[config.mk]
export PLATFORM = sky130hd
export DESIGN_NAME = wta_column_ctrl_flat
export DESIGN_NICKNAME = d
export VERILOG_FILES = /design/src/rtl/wta_column_ctrl_if.sv /design/src/rtl/wta_column_ctrl.sv /design/src/flat_wrapper.sv
export SDC_FILE = /design/constraint.sdc
export NUM_CORES = 1
export LEC_CHECK = 0
export CAP_MARGIN = 20
export CORE_ASPECT_RATIO = 0.6
export CORE_MARGIN = 2
export CORE_UTILIZATION = 40
export CTS_BUF_LIST = sky130_fd_sc_hd__clkbuf_8
export DETAILED_ROUTE_END_ITERATION = 7
export PLACE_DENSITY = 0.7
export SKIP_LAST_GASP = 1
export SYNTH_ARGS = -nofsm -noshare
export SYNTH_HDL_FRONTEND = slang
export SYNTH_SLANG_ARGS = --single-unit
[constraint.sdc]
create_clock -name clk -period 2.2 [get_ports clk]
set_clock_uncertainty 0.15 [all_clocks]
set_input_delay 0.44 -clock clk [delete_from_list [all_inputs] [get_ports clk]]
set_output_delay 0.44 -clock clk [all_outputs]
set_load 0.02 [all_outputs]
[src/rtl/wta_column_ctrl_if.sv]
// Bundle of sample-sequencer and neuron-array signals for the WTA column controller.
// The controller connects via the slave modport; the environment driving start,
// spikes and winner_ack connects via the master modport.
interface wta_column_ctrl_if #(
    parameter int NEURONS = 4,
    parameter int IDX_W   = 2
);
    logic               start;
    logic               sample_ready;
    logic [NEURONS-1:0] spikes;
    logic               signal_en;
    logic               latinhib;
    logic [NEURONS-1:0] neuron_rstb;
    logic               winner_valid;
    logic [IDX_W-1:0]   winner_idx;
    logic               winner_none;
    logic               winner_ack;
    logic               busy;

    modport master (
        output start, spikes, winner_ack,
        input  sample_ready, signal_en, latinhib, neuron_rstb,
               winner_valid, winner_idx, winner_none, busy
    );

    modport slave (
        input  start, spikes, winner_ack,
        output sample_ready, signal_en, latinhib, neuron_rstb,
               winner_valid, winner_idx, winner_none, busy
    );
endinterface

[src/rtl/wta_column_ctrl.sv]
// Winner-take-all column controller: clears the neurons, opens a bounded
// presentation window, latches the first spiking neuron, holds lateral
// inhibition for a refractory period and reports the winner with valid/ack.
// Every output is a flop decoded from the next state, so nothing is
// combinational from inputs to outputs.
// Optional macro WTA_RR_EN: round-robin tie-break instead of lowest-index-wins.
module wta_column_ctrl #(
    parameter int NEURONS      = 4,
    parameter int IDX_W        = 2,
    parameter int WIN_CYCLES   = 64,
    parameter int INHIB_CYCLES = 4,
    parameter int CNT_W        = 16
) (
    input  logic               clk,
    input  logic               rstb,
    wta_column_ctrl_if.slave   bus
);

    typedef enum logic [2:0] {
        IDLE,
        CLEAR,
        PRESENT,
        INHIBIT,
        REPORT
    } state_t;

    state_t             state_q, state_d;
    logic [CNT_W-1:0]   cnt_q, cnt_d;
    logic [IDX_W-1:0]   winner_idx_q, winner_idx_d;
    logic               winner_none_q, winner_none_d;

    logic               sample_ready_q, sample_ready_d;
    logic               signal_en_q, signal_en_d;
    logic               latinhib_q, latinhib_d;
    logic [NEURONS-1:0] neuron_rstb_q, neuron_rstb_d;
    logic               winner_valid_q, winner_valid_d;
    logic               busy_q, busy_d;

    logic [IDX_W-1:0]   pick;
    logic               any_spike;

    assign any_spike = |bus.spikes;

`ifdef WTA_RR_EN
    logic [IDX_W-1:0]   rr_ptr_q, rr_ptr_d;
    logic               found;
    logic [IDX_W-1:0]   probe;

    // Round-robin search: start at the pointer and wrap modulo NEURONS
    always_comb begin
        pick  = '0;
        found = 1'b0;
        probe = '0;
        for (int i = 0; i < NEURONS; i++) begin
            probe = IDX_W'((int'(rr_ptr_q) + i) % NEURONS);
            if (!found && bus.spikes[probe]) begin
                pick  = probe;
                found = 1'b1;
            end
        end
    end

    // Pointer moves just past the winner after each real win
    always_comb begin
        rr_ptr_d = rr_ptr_q;
        if (state_q == PRESENT && any_spike) begin
            rr_ptr_d = IDX_W'((int'(pick) + 1) % NEURONS);
        end
    end

    // Pointer register, cleared by reset
    always_ff @(posedge clk) begin
        if (rstb) begin
            rr_ptr_q <= '0;
        end else begin
            rr_ptr_q <= rr_ptr_d;
        end
    end
`else
    // Fixed priority: scan downward so the lowest set index is the last write
    always_comb begin
        pick = '0;
        for (int i = NEURONS - 1; i >= 0; i--) begin
            if (bus.spikes[i]) begin
                pick = IDX_W'(i);
            end
        end
    end
`endif

    // Next-state, counter and winner capture
    always_comb begin
        state_d       = state_q;
        cnt_d         = cnt_q;
        winner_idx_d  = winner_idx_q;
        winner_none_d = winner_none_q;
        case (state_q)
            IDLE: begin
                if (bus.start) begin
                    state_d = CLEAR;
                end
            end
            CLEAR: begin
                cnt_d         = '0;
                winner_none_d = 1'b0;
                state_d       = PRESENT;
            end
            PRESENT: begin
                if (any_spike) begin
                    winner_idx_d  = pick;
                    winner_none_d = 1'b0;
                    cnt_d         = '0;
                    state_d       = INHIBIT;
                end else if (cnt_q == CNT_W'(WIN_CYCLES - 1)) begin
                    winner_idx_d  = '0;
                    winner_none_d = 1'b1;
                    state_d       = REPORT;
                end else begin
                    cnt_d = cnt_q + CNT_W'(1);
                end
            end
            INHIBIT: begin
                if (cnt_q == CNT_W'(INHIB_CYCLES - 1)) begin
                    cnt_d   = '0;
                    state_d = REPORT;
                end else begin
                    cnt_d = cnt_q + CNT_W'(1);
                end
            end
            REPORT: begin
                if (bus.winner_ack) begin
                    winner_none_d = 1'b0;
                    state_d       = IDLE;
                end
            end
            default: begin
                state_d = IDLE;
            end
        endcase
    end

    // Moore output decode from the state being entered, registered below
    always_comb begin
        sample_ready_d = (state_d == IDLE);
        signal_en_d    = (state_d == PRESENT);
        latinhib_d     = (state_d == INHIBIT);
        neuron_rstb_d  = (state_d == CLEAR) ? '0 : '1;
        winner_valid_d = (state_d == REPORT);
        busy_d         = (state_d != IDLE);
    end

    // State, counter, result and output registers with synchronous reset
    always_ff @(posedge clk) begin
        if (rstb) begin
            state_q        <= IDLE;
            cnt_q          <= '0;
            winner_idx_q   <= '0;
            winner_none_q  <= 1'b0;
            sample_ready_q <= 1'b0;
            signal_en_q    <= 1'b0;
            latinhib_q     <= 1'b0;
            neuron_rstb_q  <= '0;
            winner_valid_q <= 1'b0;
            busy_q         <= 1'b0;
        end else begin
            state_q        <= state_d;
            cnt_q          <= cnt_d;
            winner_idx_q   <= winner_idx_d;
            winner_none_q  <= winner_none_d;
            sample_ready_q <= sample_ready_d;
            signal_en_q    <= signal_en_d;
            latinhib_q     <= latinhib_d;
            neuron_rstb_q  <= neuron_rstb_d;
            winner_valid_q <= winner_valid_d;
            busy_q         <= busy_d;
        end
    end

    assign bus.sample_ready = sample_ready_q;
    assign bus.signal_en    = signal_en_q;
    assign bus.latinhib     = latinhib_q;
    assign bus.neuron_rstb  = neuron_rstb_q;
    assign bus.winner_valid = winner_valid_q;
    assign bus.winner_idx   = winner_idx_q;
    assign bus.winner_none  = winner_none_q;
    assign bus.busy         = busy_q;

endmodule

[src/flat_wrapper.sv]
// flat-port wrapper written by rule: the top's interface ports become plain ports
module wta_column_ctrl_flat 
#(
    parameter int NEURONS      = 4,
    parameter int IDX_W        = 2,
    parameter int WIN_CYCLES   = 64,
    parameter int INHIB_CYCLES = 4,
    parameter int CNT_W        = 16
)
  (clk, rstb, bus_start, bus_spikes, bus_winner_ack, bus_sample_ready, bus_signal_en, bus_latinhib, bus_neuron_rstb, bus_winner_valid, bus_winner_idx, bus_winner_none, bus_busy);
  wta_column_ctrl_if #(.NEURONS(NEURONS), .IDX_W(IDX_W)) bus_i ();
  input  logic clk;
  input  logic rstb;
  input wire logic [$bits(bus_i.start)-1:0] bus_start;
  input wire logic [$bits(bus_i.spikes)-1:0] bus_spikes;
  input wire logic [$bits(bus_i.winner_ack)-1:0] bus_winner_ack;
  output wire logic [$bits(bus_i.sample_ready)-1:0] bus_sample_ready;
  output wire logic [$bits(bus_i.signal_en)-1:0] bus_signal_en;
  output wire logic [$bits(bus_i.latinhib)-1:0] bus_latinhib;
  output wire logic [$bits(bus_i.neuron_rstb)-1:0] bus_neuron_rstb;
  output wire logic [$bits(bus_i.winner_valid)-1:0] bus_winner_valid;
  output wire logic [$bits(bus_i.winner_idx)-1:0] bus_winner_idx;
  output wire logic [$bits(bus_i.winner_none)-1:0] bus_winner_none;
  output wire logic [$bits(bus_i.busy)-1:0] bus_busy;
  assign bus_i.start = bus_start;
  assign bus_i.spikes = bus_spikes;
  assign bus_i.winner_ack = bus_winner_ack;
  assign bus_sample_ready = bus_i.sample_ready;
  assign bus_signal_en = bus_i.signal_en;
  assign bus_latinhib = bus_i.latinhib;
  assign bus_neuron_rstb = bus_i.neuron_rstb;
  assign bus_winner_valid = bus_i.winner_valid;
  assign bus_winner_idx = bus_i.winner_idx;
  assign bus_winner_none = bus_i.winner_none;
  assign bus_busy = bus_i.busy;
  wta_column_ctrl #(.NEURONS(NEURONS), .IDX_W(IDX_W), .WIN_CYCLES(WIN_CYCLES), .INHIB_CYCLES(INHIB_CYCLES), .CNT_W(CNT_W)) u_core (.clk(clk), .rstb(rstb), .bus(bus_i));
endmodule
# ---- After elaboration in Yosys (flattened, before gate mapping)
# Index checks and enable logic that the tools add are counted.
dict set report word_totals {
  reg_bits 31
  latch_bits 0
  mem_bits_rw 0
  mem_bits_ro 0
  wordCells 55
  n_memories 0
}
dict set report classes {
  n_addsub 1
  mul 0
  div 0
  magnitude_cmp 0
  eq_ne 13
  shifts 0
  muxes 21
  bitwise_logic 0
  reduce_logical 10
}
# op n
set ops {}
lappend ops {{16-bit 2-to-1 mux} 3}
lappend ops {{16-bit case mux with 3 select lines} 1}
lappend ops {{16-bit by 1-bit adder with 16-bit output (second input constant)} 1}
lappend ops {{16-bit by 2-bit equality test with 1-bit output (second input constant)} 1}
lappend ops {{16-bit by 6-bit equality test with 1-bit output (second input constant)} 1}
lappend ops {{3-bit 2-to-1 mux} 5}
lappend ops {{3-bit case mux with 5 select lines} 1}
lappend ops {{3-bit by 2-bit equality test with 1-bit output (second input constant)} 4}
lappend ops {{2-bit 2-to-1 mux} 6}
lappend ops {{3-bit nonzero test} 3}
lappend ops {{3-bit by 1-bit equality test with 1-bit output (second input constant)} 2}
lappend ops {{3-bit equality test (second input constant)} 2}
lappend ops {{3-bit logical NOT} 2}
lappend ops {{4-bit 2-to-1 mux} 1}
lappend ops {{2-bit AND reduction} 2}
lappend ops {{4-bit OR reduction} 1}
lappend ops {{1-bit 2-to-1 mux} 3}
lappend ops {{3-bit by 1-bit != test with 1-bit output (second input constant)} 1}
lappend ops {{3-bit by 2-bit != test with 1-bit output (second input constant)} 1}
lappend ops {{1-bit case mux with 3 select lines} 1}
lappend ops {{3-bit AND reduction} 1}
lappend ops {{2-bit != test (second input constant)} 1}
lappend ops {{2-bit nonzero test} 1}

# ---- Longest topological paths before layout
# Gate-level depths: netlist (run 1).
dict set report depth {
  word_depth 6
  mapped_depth 7
  depth_no_buf 6
}

# ---- Least setup slack after synthesis (run 1)
# No wires, ideal clock.
dict set report synth_timing {
  kind {reg-to-reg}
  from {reg u_core.cnt_q[0]}
  to {reg u_core.busy_q (netlist: u_core.bus.busy)}
  setup_time_ps 114
  arrival_time_ps 1915
  required_ps 1936
  setup_slack_ps 21
  stages_incl_launch_ff 8
  synth_period_minus_slack_ps 2179
  path_cell_list {dfxtp_1 -> ha_1 -> or4b_4 -> nor4_4 -> buf_6 -> a22oi_2 -> nand3_2 -> a21bo_1}
}
dict set report synth_via {
  elab_chain_cells 5
}
# item line
set synth_lines {}
lappend synth_lines {{start, declared} wta_column_ctrl.sv:28} ;# logic [CNT_W-1:0] cnt_q, cnt_d;
lappend synth_lines {{start signal, assigned} wta_column_ctrl.sv:167} ;# cnt_q <= cnt_d;
lappend synth_lines {{16-bit by 6-bit equality test with 1-bit output} wta_column_ctrl.sv:114} ;# end else if (cnt_q == CNT_W'(WIN_CYCLES - 1)) begin
lappend synth_lines {{3-bit 2-to-1 mux} wta_column_ctrl.sv:114}
lappend synth_lines {{3-bit 2-to-1 mux} wta_column_ctrl.sv:109} ;# if (any_spike) begin
lappend synth_lines {{3-bit case mux with 5 select lines *} wta_column_ctrl.sv:97} ;# case (state_q)
lappend synth_lines {{3-bit nonzero test *} wta_column_ctrl.sv:149} ;# busy_d = (state_d != IDLE);
lappend synth_lines {{end signal, assigned} wta_column_ctrl.sv:175} ;# busy_q <= busy_d;
lappend synth_lines {{end, declared} wta_column_ctrl.sv:37} ;# logic busy_q, busy_d;
# Mark *: on every way between the ends. The rest lies on a longest branch, timed or not.
# A chain may end at the register's enable or synchronous reset.

# ---- Worst setup path after layout (run 1)
dict set report layout_timing {
  from {reg u_core.cnt_q[1]}
  to {reg u_core.busy_q (netlist: u_core.bus.busy)}
}
# The elaborated chain is that of the path after synthesis.

==> results of run 1 <==
-- cell usage in the layout, fill, tap and decap left out, types with 3 or more instances in the layout --
cell,count
nand3_1,6
clkdlybuf4s50_1,18
a31oi_1,3
buf_4,26
nor2_2,8
nand2_1,9
o31ai_1,3
inv_1,10
nand4_1,4
nor4_1,3
a21oi_1,6
clkbuf_8,3
or4_4,3
nor2_1,17
nor3_1,3
buf_6,5
xnor2_1,8
dfxtp_1,26
-- final cells by class --
type | count | area [um2]
repair buffers | 51 | 464.2
flip-flops and latches | 28 | 563.0
inverters | 10 | 37.54
fillers | 334 | 1514
clock buffers | 3 | 41.29
well taps | 47 | 58.81
multi-input cells | 125 | 992.2
clock inverters | 1 | 30.03
-- metal layers --
layer / GRT usage / share of wire
met3: 0.04252 / 0.062
met5: 0 / 0
met4: 0.01587 / 0.0030
met1: 0.3002 / 0.54
met2: 0.2235 / 0.39
-- what timing repair did --
item,CTS,global route
buffers inserted,0,4
setup endpoints to repair,8,20
resized for setup,1,31
pin swaps,1,27
-- report_power, final --
part / switching, mW / leakage (nW) / internal, mW / total, mW
clock network: 0.167 / 0.0357 / 0.244 / 0.411
logic: 0.159 / 0.502 / 0.146 / 0.305
registers: 0.0143 / 0.228 / 0.530 / 0.544
total: 0.340 / 0.766 / 0.920 / 1.26
-- worst register-to-register path: cells and delay by family, from the launching register on --
kind                       cells  cell delay (ns)
buffers and inverters          2             0.28
adders and majority gates      1             0.14
AOI/OAI and AO/OA              2             0.26
DFF                            1             0.37
and+or+nand+nor                3             0.93
-- worst paths after layout --
kind                         start          endpoint  slack, ns  cells after the start
hold / removal    u_core.cnt_q[14]  u_core.cnt_q[14]       0.36                      2
setup / recovery   u_core.cnt_q[1]   u_core.bus.busy      -0.03                      8
hold reg to reg   u_core.cnt_q[14]  u_core.cnt_q[14]       0.36                      2
setup reg to reg   u_core.cnt_q[1]   u_core.bus.busy      -0.03                      8
-- flip-flops by register name, summed over array words and instances (netlist names) --
name	count
u_core.bus.winner_none	1
u_core.bus.signal_en	1
u_core.state_q	3
u_core.bus.winner_idx	2
u_core.bus.latinhib	1
u_core.bus.neuron_rstb	1
u_core.bus.sample_ready	1
u_core.cnt_q	16
u_core.bus.busy	1
u_core.bus.winner_valid	1
-- stage by stage --
| stage | utilization | setup WS (ns) |
|---|---|---|
| 2_1_floorplan | - | 0.02095 |
| 3_3_place_gp | 0.5314 | -0.2990 |
| 3_5_place_dp | 0.5314 | -0.3884 |
| 4_1_cts | 0.5517 | -0.01649 |
| 5_1_grt | 0.5909 | -0.1007 |
| 6_report | 0.5909 | -0.03340 |
-- logic make-up after synthesis --
| logic type | synth area share |
|---|---|
| AO/OA/AOI/OAI | 0.1784 |
| XOR/XNOR | 0.05650 |
| adder cells (fa/ha/maj) | 0.008070 |
| buffers and inverters | 0.06457 |
| flip-flops | 0.3616 |
| multiplexers | 0.01291 |
| AND/OR/NAND/NOR | 0.3180 |
==> impl_metrics.toml, run 1 <==
[status]
outcome = "finished, violations left"
violations = "setup timing"

[yosys]
synth_area_um2 = 1550
synthCells = 173
avgSynthCellArea_um2 = 8.961
yosys_warnings = 0
synth-seq-area-share = 0.3616
yosysTopAreaCell = "dfxtp_1"
yosys-top-cells-area = "dfxtp_1 36%, nor2_1 6.3%, xnor2_1 5.1%"
synth-async-reset-ratio = 0
synth_cell_types = 58
synth_fp_nets = 182
ys.flop_type = "dfxtp_1"
synth.most_common_cell = "dfxtp_1"
synth_edf_count = 0
synth.top_cell.area_share = 0.3616
ys_ff_latch = 28
synth_common_cells = "28 x dfxtp_1, 26 x nor2_1, 10 x inv_1"

[min_path]
hold_path.class = "flip-flop to flip-flop"

[detailed_routing]
postRouteAntennaNets = 0
totalWireLength_um = 4041
avgRoutedWirePerCell_um = 15.25
drt_first_pass_iters = 4
drt_iter0_drc = 137
drcViolationCount = 0
routed_via_density = 5.426
vias = 1438

[grt]
antenna_found_initial = 0
grt_max_degree = 17
grt_pass1_wl_um = 6113
grt_pass1_vias = 1186
track_usage = 0.1780
grt.overflow.total = 0

[timing]
max_freq_mhz = 447.7
rsz0062_at_grt = "yes"
setup_viol = 9
hold_violations = 0
worst_slew_pin_slew_ns = 0.3841
fin_crit_sh = 1.015
post-route-min-period_ns = 2.233
timing.final.ws_setup_ns = -0.03340
report.final.slew_viol_count = 0
finalHoldWorstSlack_ns = 0.3601
slew_headroom = 0.7420
finalSetupTns_ns = -0.09786

[critical_path]
critPathArrivalTime_ns = 2.27
cp_max_fo = 4
end_kind = "flip-flop"
slowest_delay_ns = 0.51
start_kind = "flip-flop"
required_ns = 2.24
crit_family = "simple AND/OR/NAND/NOR gates"
critPathKind = "flip-flop to flip-flop"
critPathBufInv = 2
crit_chain = "ha_4 -> or4b_4 -> nor4_4 -> buf_4 -> buf_6 -> a22oi_2 -> nand3_2 -> a21bo_1"
cpMaxStageDelayCell = "or4b_4"

[power]
leakage_nw = 0.7662
totalPowerFinal_mw = 1.260
power.density_nw_per_um2 = 576.0
vdd_drop_max_mv = 0.3177

[place]
port_buffers = 19
place_area_um2 = 1967
dp.cells = 258
place_congestion = 0.9389
dpl.hpwl_um = 3041

[clocking]
clk_transition_reported_paths_ns = 0.10
cts-root-to-sink-buffers = 2
worstSkewPairLatency_ns = 0.28
hold_buffers = 0
cts_tree = "built"
numCtsBuffers = 3
cts-htree-levels = 1
cts_sinks = 28
cts_root_buffer = "clkbuf_8"

[layout]
fin_cells = 265
layout-drive-gt1-share = 0.3440
final_cell_area_um2 = 2187
nets = 228
syn_to_final_growth_pct = 41.08
antenna_cells = 0

[floorplan]
rows = 17
io_pins = 20
coreArea_um2 = 3701
dieArea_um2 = 4406
die_h_um = 52.22
die_width_um = 84.37
start_util = 0.4189

[flow_run]
maxCapViolCount = 0
No activity file was read; power rests on OpenSTA's default activity.
==> run 2, diff against run 1 <==
- CTS_BUF_LIST: sky130_fd_sc_hd__clkbuf_8 -> sky130_fd_sc_hd__clkbuf_16
- DONT_BUFFER_PORTS: default -> 1
- PLACE_DENSITY: 0.7 -> 0.63
==> run 2 against run 1 <==
The run still ends with setup timing left. Setup slack gained 0.026 ns. Total power shrank 4.8%. Core utilization shrank 9.5 points. Critical path depth shrank 1. Via count shrank 5.2%. Cell count shrank 11%.
==> impl_metrics.toml, run 2 (same netlist as run 1, synthesis figures left out) <==
[power]
leakage_nw = 0.6345
vdd_drop_max_mv = 0.3281
power.density_nw_per_um2 = 653.6

[timing]
finalSetupTns_ns = -0.04092
rsz0062_at_grt = "yes"
worst_slew_pin_slew_ns = 0.4941
slew_headroom = 0.6621
max_freq_mhz = 453.0
hold_violations = 0
fin_crit_sh = 1.003
report.final.slew_viol_count = 0
post-route-min-period_ns = 2.207
setup_viol = 8
timing.final.ws_setup_ns = -0.007329

[grt]
grt_pass1_vias = 1241
antenna_found_initial = 0
track_usage = 0.1890
grt.overflow.total = 0
grt_pass1_wl_um = 6320
grt_max_degree = 16

[layout]
final_cell_mix = "26 x dfxtp_1, 22 x nor2_1, 21 x buf_4"
antenna_cells = 0
final_common_cell = "dfxtp_1"
layout-drive-gt1-share = 0.2842
largest_reg_flops = 16
syn_to_final_growth_pct = 18.32
nets = 200
largest_register = "u_core.cnt_q"

[detailed_routing]
routed_via_density = 5.751
postRouteAntennaNets = 0
vias = 1363
drcViolationCount = 0
drt_first_pass_iters = 4
drt_iter0_drc = 156
avgRoutedWirePerCell_um = 16.47
totalWireLength_um = 3904

[floorplan]
die_width_um = 84.37
die_h_um = 52.22
io_pins = 20
start_util = 0.4189
rows = 17
coreArea_um2 = 3701
dieArea_um2 = 4406

[place]
dpl.hpwl_um = 3046
place_congestion = 1.060
port_buffers = 0
dp_slack_ns = 0.01035

[flow_run]
maxCapViolCount = 0

[clocking]
hold_buffers = 0
cts_tree = "built"
clk_transition_reported_paths_ns = 0.07
cts-root-to-sink-buffers = 2
cts_root_buffer = "clkbuf_16"
cts_sinks = 28
cts-htree-levels = 1
numCtsBuffers = 3
worstSkewPairLatency_ns = 0.26

[status]
violations = "setup timing"
outcome = "finished, violations left"

[critical_path]
end_kind = "flip-flop"
cp_max_fo = 7
critPathArrivalTime_ns = 2.22
critPathKind = "flip-flop to flip-flop"
required_ns = 2.21
start_kind = "flip-flop"

[min_path]
hold_path.class = "primary input to flip-flop"
run 2: path summary, 6_finish.rpt:
path	startpoint	end	slack (ns)	cells after the start
worst max-delay path	u_core.cnt_q[0]	u_core.cnt_q[6]	-0.007	7
worst min-delay path	rstb	u_core.bus.sample_ready	0.08	1
worst max register to register	u_core.cnt_q[0]	u_core.cnt_q[6]	-0.007	7
worst min register to register	u_core.cnt_q[14]	u_core.cnt_q[14]	0.37	2
run 2: layout make-up:
type	instances	area [um2]
Fill cell	356	1867
Multi-Input combinational cell	125	915.9
Sequential cell	28	563.0
Timing Repair Buffer	23	180.2
Clock buffer	3	75.07
Tap cell	47	58.81
Inverter	10	37.54
Clock inverter	1	3.754
run 2: where the power goes:
| part | switching (mW) | leakage (nW) | total (mW) | internal [mW] |
|---|---|---|---|---|
| Combinational | 0.123 | 0.368 | 0.219 | 0.0958 |
| Sequential | 0.0293 | 0.228 | 0.560 | 0.530 |
| Clock | 0.177 | 0.0385 | 0.420 | 0.244 |
| Total | 0.329 | 0.635 | 1.20 | 0.870 |
run 2: metrics by stage:
step / power, mW / util / hold WS (ns) / instances / instance area (um2)
finish: 1.199 / 0.4956 / 0.08417 / 237 / 1834
global route: 1.243 / 0.4956 / 0.08218 / 237 / 1834
CTS: 1.180 / 0.4797 / 0.08213 / 234 / 1775
detailed placement: 0.7598 / 0.4584 / 0.3445 / 230 / 1697
global placement: 0.7580 / 0.4584 / 0.3380 / 230 / 1697
floorplan: 0.7096 / - / 0.3146 / 173 / 1550
run 2: routing by layer:
metal	vias up	part of all wire	GRT usage	routed length [um]
li1	663	-	-	-
met1	643	0.48	0.2810	1888
met2	51	0.41	0.2712	1591
met3	6	0.094	0.04724	367
met4	0	0.014	0.05026	56
met5	-	0	0	0
run 2: critical path: stages, from the launching register on:
cell and delay [ns]:
dfxtp_2 0.36, ha_4 0.13, or4b_4 0.52, o41ai_2 0.33
a21boi_1 0.11, o21ai_2 0.28, buf_6 0.17, nor2_1 0.05
run 2: repair_timing:
action	in CTS	in global routing
buffers inserted	0	3
pin swaps	1	9
gates cloned	0	0
gates resized for setup	0	11
endpoints found under the setup margin	1	15
==> run 3, diff against run 2 <==
- CTS_CLUSTER_SIZE: default -> 28
- REMOVE_ABC_BUFFERS: default -> 1
- SLEW_MARGIN: default -> 20
==> run 3 against run 2 <==
The run now ends clean. Worst hold slack got worse by 0.00099 ns. Clock power rose by 2%. Clock-buffer cell count did not move. Fmax rose by 0.86%. Largest power group unchanged. Highest routed layer unchanged.
==> impl_metrics.toml, run 3 (same netlist as run 1, synthesis figures left out) <==
[status]
outcome = "complete, no violations"

[floorplan]
coreArea_um2 = 3701
dieArea_um2 = 4406
die_h_um = 52.22
rows = 17
start_util = 0.4189
io_pins = 20
die_width_um = 84.37

[timing]
rsz0062_at_grt = "yes"
report.final.slew_viol_count = 0
setup_viol = 0
worst_slew_pin_slew_ns = 0.5666
hold_violations = 0
fin_crit_sh = 0.9948
slew_headroom = 0.6125
max_freq_mhz = 456.9
post-route-min-period_ns = 2.189

[critical_path]
cp_max_fo = 5
end_kind = "flip-flop"
crit_family = "compound AO/OA/AOI/OAI gates"
start_kind = "flip-flop"
crit_chain = "ha_4 -> or4b_4 -> o41ai_2 -> a21boi_1 -> o21ai_2 -> buf_4 -> o31ai_1"
critPathBufInv = 1
slowest_delay_ns = 0.52
cpMaxStageDelayCell = "or4b_4"
critPathKind = "flip-flop to flip-flop"
required_ns = 2.21
critPathArrivalTime_ns = 2.20
rrSetupSlack_ns = 0.01

[detailed_routing]
routed_via_density = 5.941
drt_first_pass_iters = 4
drt_iter0_drc = 86
postRouteAntennaNets = 0
avgRoutedWirePerCell_um = 16.91
totalWireLength_um = 3991
vias = 1402
drcViolationCount = 0

[layout]
final_common_cell = "dfxtp_1"
syn_to_final_growth_pct = 17.84
num-fill-cells = 354
layout.area.seq_um2 = 563.0
final_cell_mix = "26 x dfxtp_1, 23 x nor2_1, 20 x buf_4"
multi_input_area_um2 = 915.9
layout-drive-gt1-share = 0.2804
largest_reg_flops = 16
nets = 199
largest_register = "u_core.cnt_q"
final_core_util = 0.4936
antenna_cells = 0

[power]
leakage_nw = 0.6321
vdd_drop_max_mv = 0.3806
power.density_nw_per_um2 = 654.2
totalPowerFinal_mw = 1.195

[clocking]
cts_root_buffer = "clkbuf_16"
cts_tree = "built"
hold_buffers = 0
cts-root-to-sink-buffers = 2
numCtsBuffers = 3
worstSkewPairLatency_ns = 0.27
clk_transition_reported_paths_ns = 0.07
cts_sinks = 28
cts-htree-levels = 1

[grt]
use_met2 = 0.2593
grt_max_degree = 16
use_met3 = 0.04252
antenna_found_initial = 0
top_usage_layer = "met1"
grt.overflow.total = 0
track_usage = 0.1850
grt_pass1_vias = 1225
gr-usage-met1 = 0.2854
grt_pass1_wl_um = 6244

[place]
dpl.hpwl_um = 2942
place_congestion = 0.8410
port_buffers = 0

[flow_run]
maxCapViolCount = 0

[min_path]
hold_path.class = "primary input to flip-flop"
-- run 3: cell count changes in the layout (fill, tap and decap cells not counted) --
cell     change
buf_4        -1
nor2_2       -1
nand2_1      -1
nor2_1       +1
nand2_2      +1
-- run 3: repair_timing --
item	in CTS	in global routing
buffers inserted	0	3
setup endpoints to repair	0	21
gates resized for setup	0	11
-- run 3: routing by layer --
| metal | up-vias | routed length, um |
|---|---|---|
| li1 | 672 | - |
| met1 | 657 | 1977 |
| met2 | 67 | 1648 |
| met3 | 6 | 338 |
| met4 | 0 | 26 |
| met5 | - | 0 |
-- run 3: worst reg2reg max path, cell delays in order (launching register included) --
cell      delay [ns]
dfxtp_2         0.35
ha_4            0.13
or4b_4          0.52
o41ai_2         0.33
a21boi_1        0.11
o21ai_2         0.27
buf_4           0.16
o31ai_1         0.06
-- run 3: power breakdown --
| group | switching (mW) | internal, mW | total [mW] |
|---|---|---|---|
| registers | 0.0316 | 0.530 | 0.562 |
| logic | 0.117 | 0.0885 | 0.206 |
| clock network | 0.183 | 0.244 | 0.427 |
| total | 0.332 | 0.863 | 1.19 |
-- run 3: area by class of cell --
type / instances / area share
inverter: 10 / 0.02055
multi-input combinational: 125 / 0.5014
sequential: 28 / 0.3082
clock inverter: 1 / 0.002055
timing repair buffer: 22 / 0.09452
tap: 47 / 0.03219
clock buffer: 3 / 0.04110
-- run 3: final timing paths --
kind	start	endpoint	cells past startpoint
setup / recovery	u_core.cnt_q[0]	u_core.cnt_q[11]	7
hold / removal	rstb	u_core.bus.neuron_rstb[2]	1
setup reg to reg	u_core.cnt_q[0]	u_core.cnt_q[11]	7
hold reg to reg	u_core.cnt_q[13]	u_core.cnt_q[13]	1
-- run 3: stage by stage --
step,std cells,instance area [um2],hold WS (ns),worst slack [ns],setup TNS (ns)
after floorplan,163,1488,0.3101,-0.09561,-0.4706
after global placement,229,1689,0.3413,0.03050,0
after detailed placement,229,1689,0.3393,-0.02667,-0.02667
after CTS,233,1768,0.08474,0.004586,0
after global routing,236,1827,0.07617,-0.09363,-1.133
final,236,1827,0.08318,0.01146,0
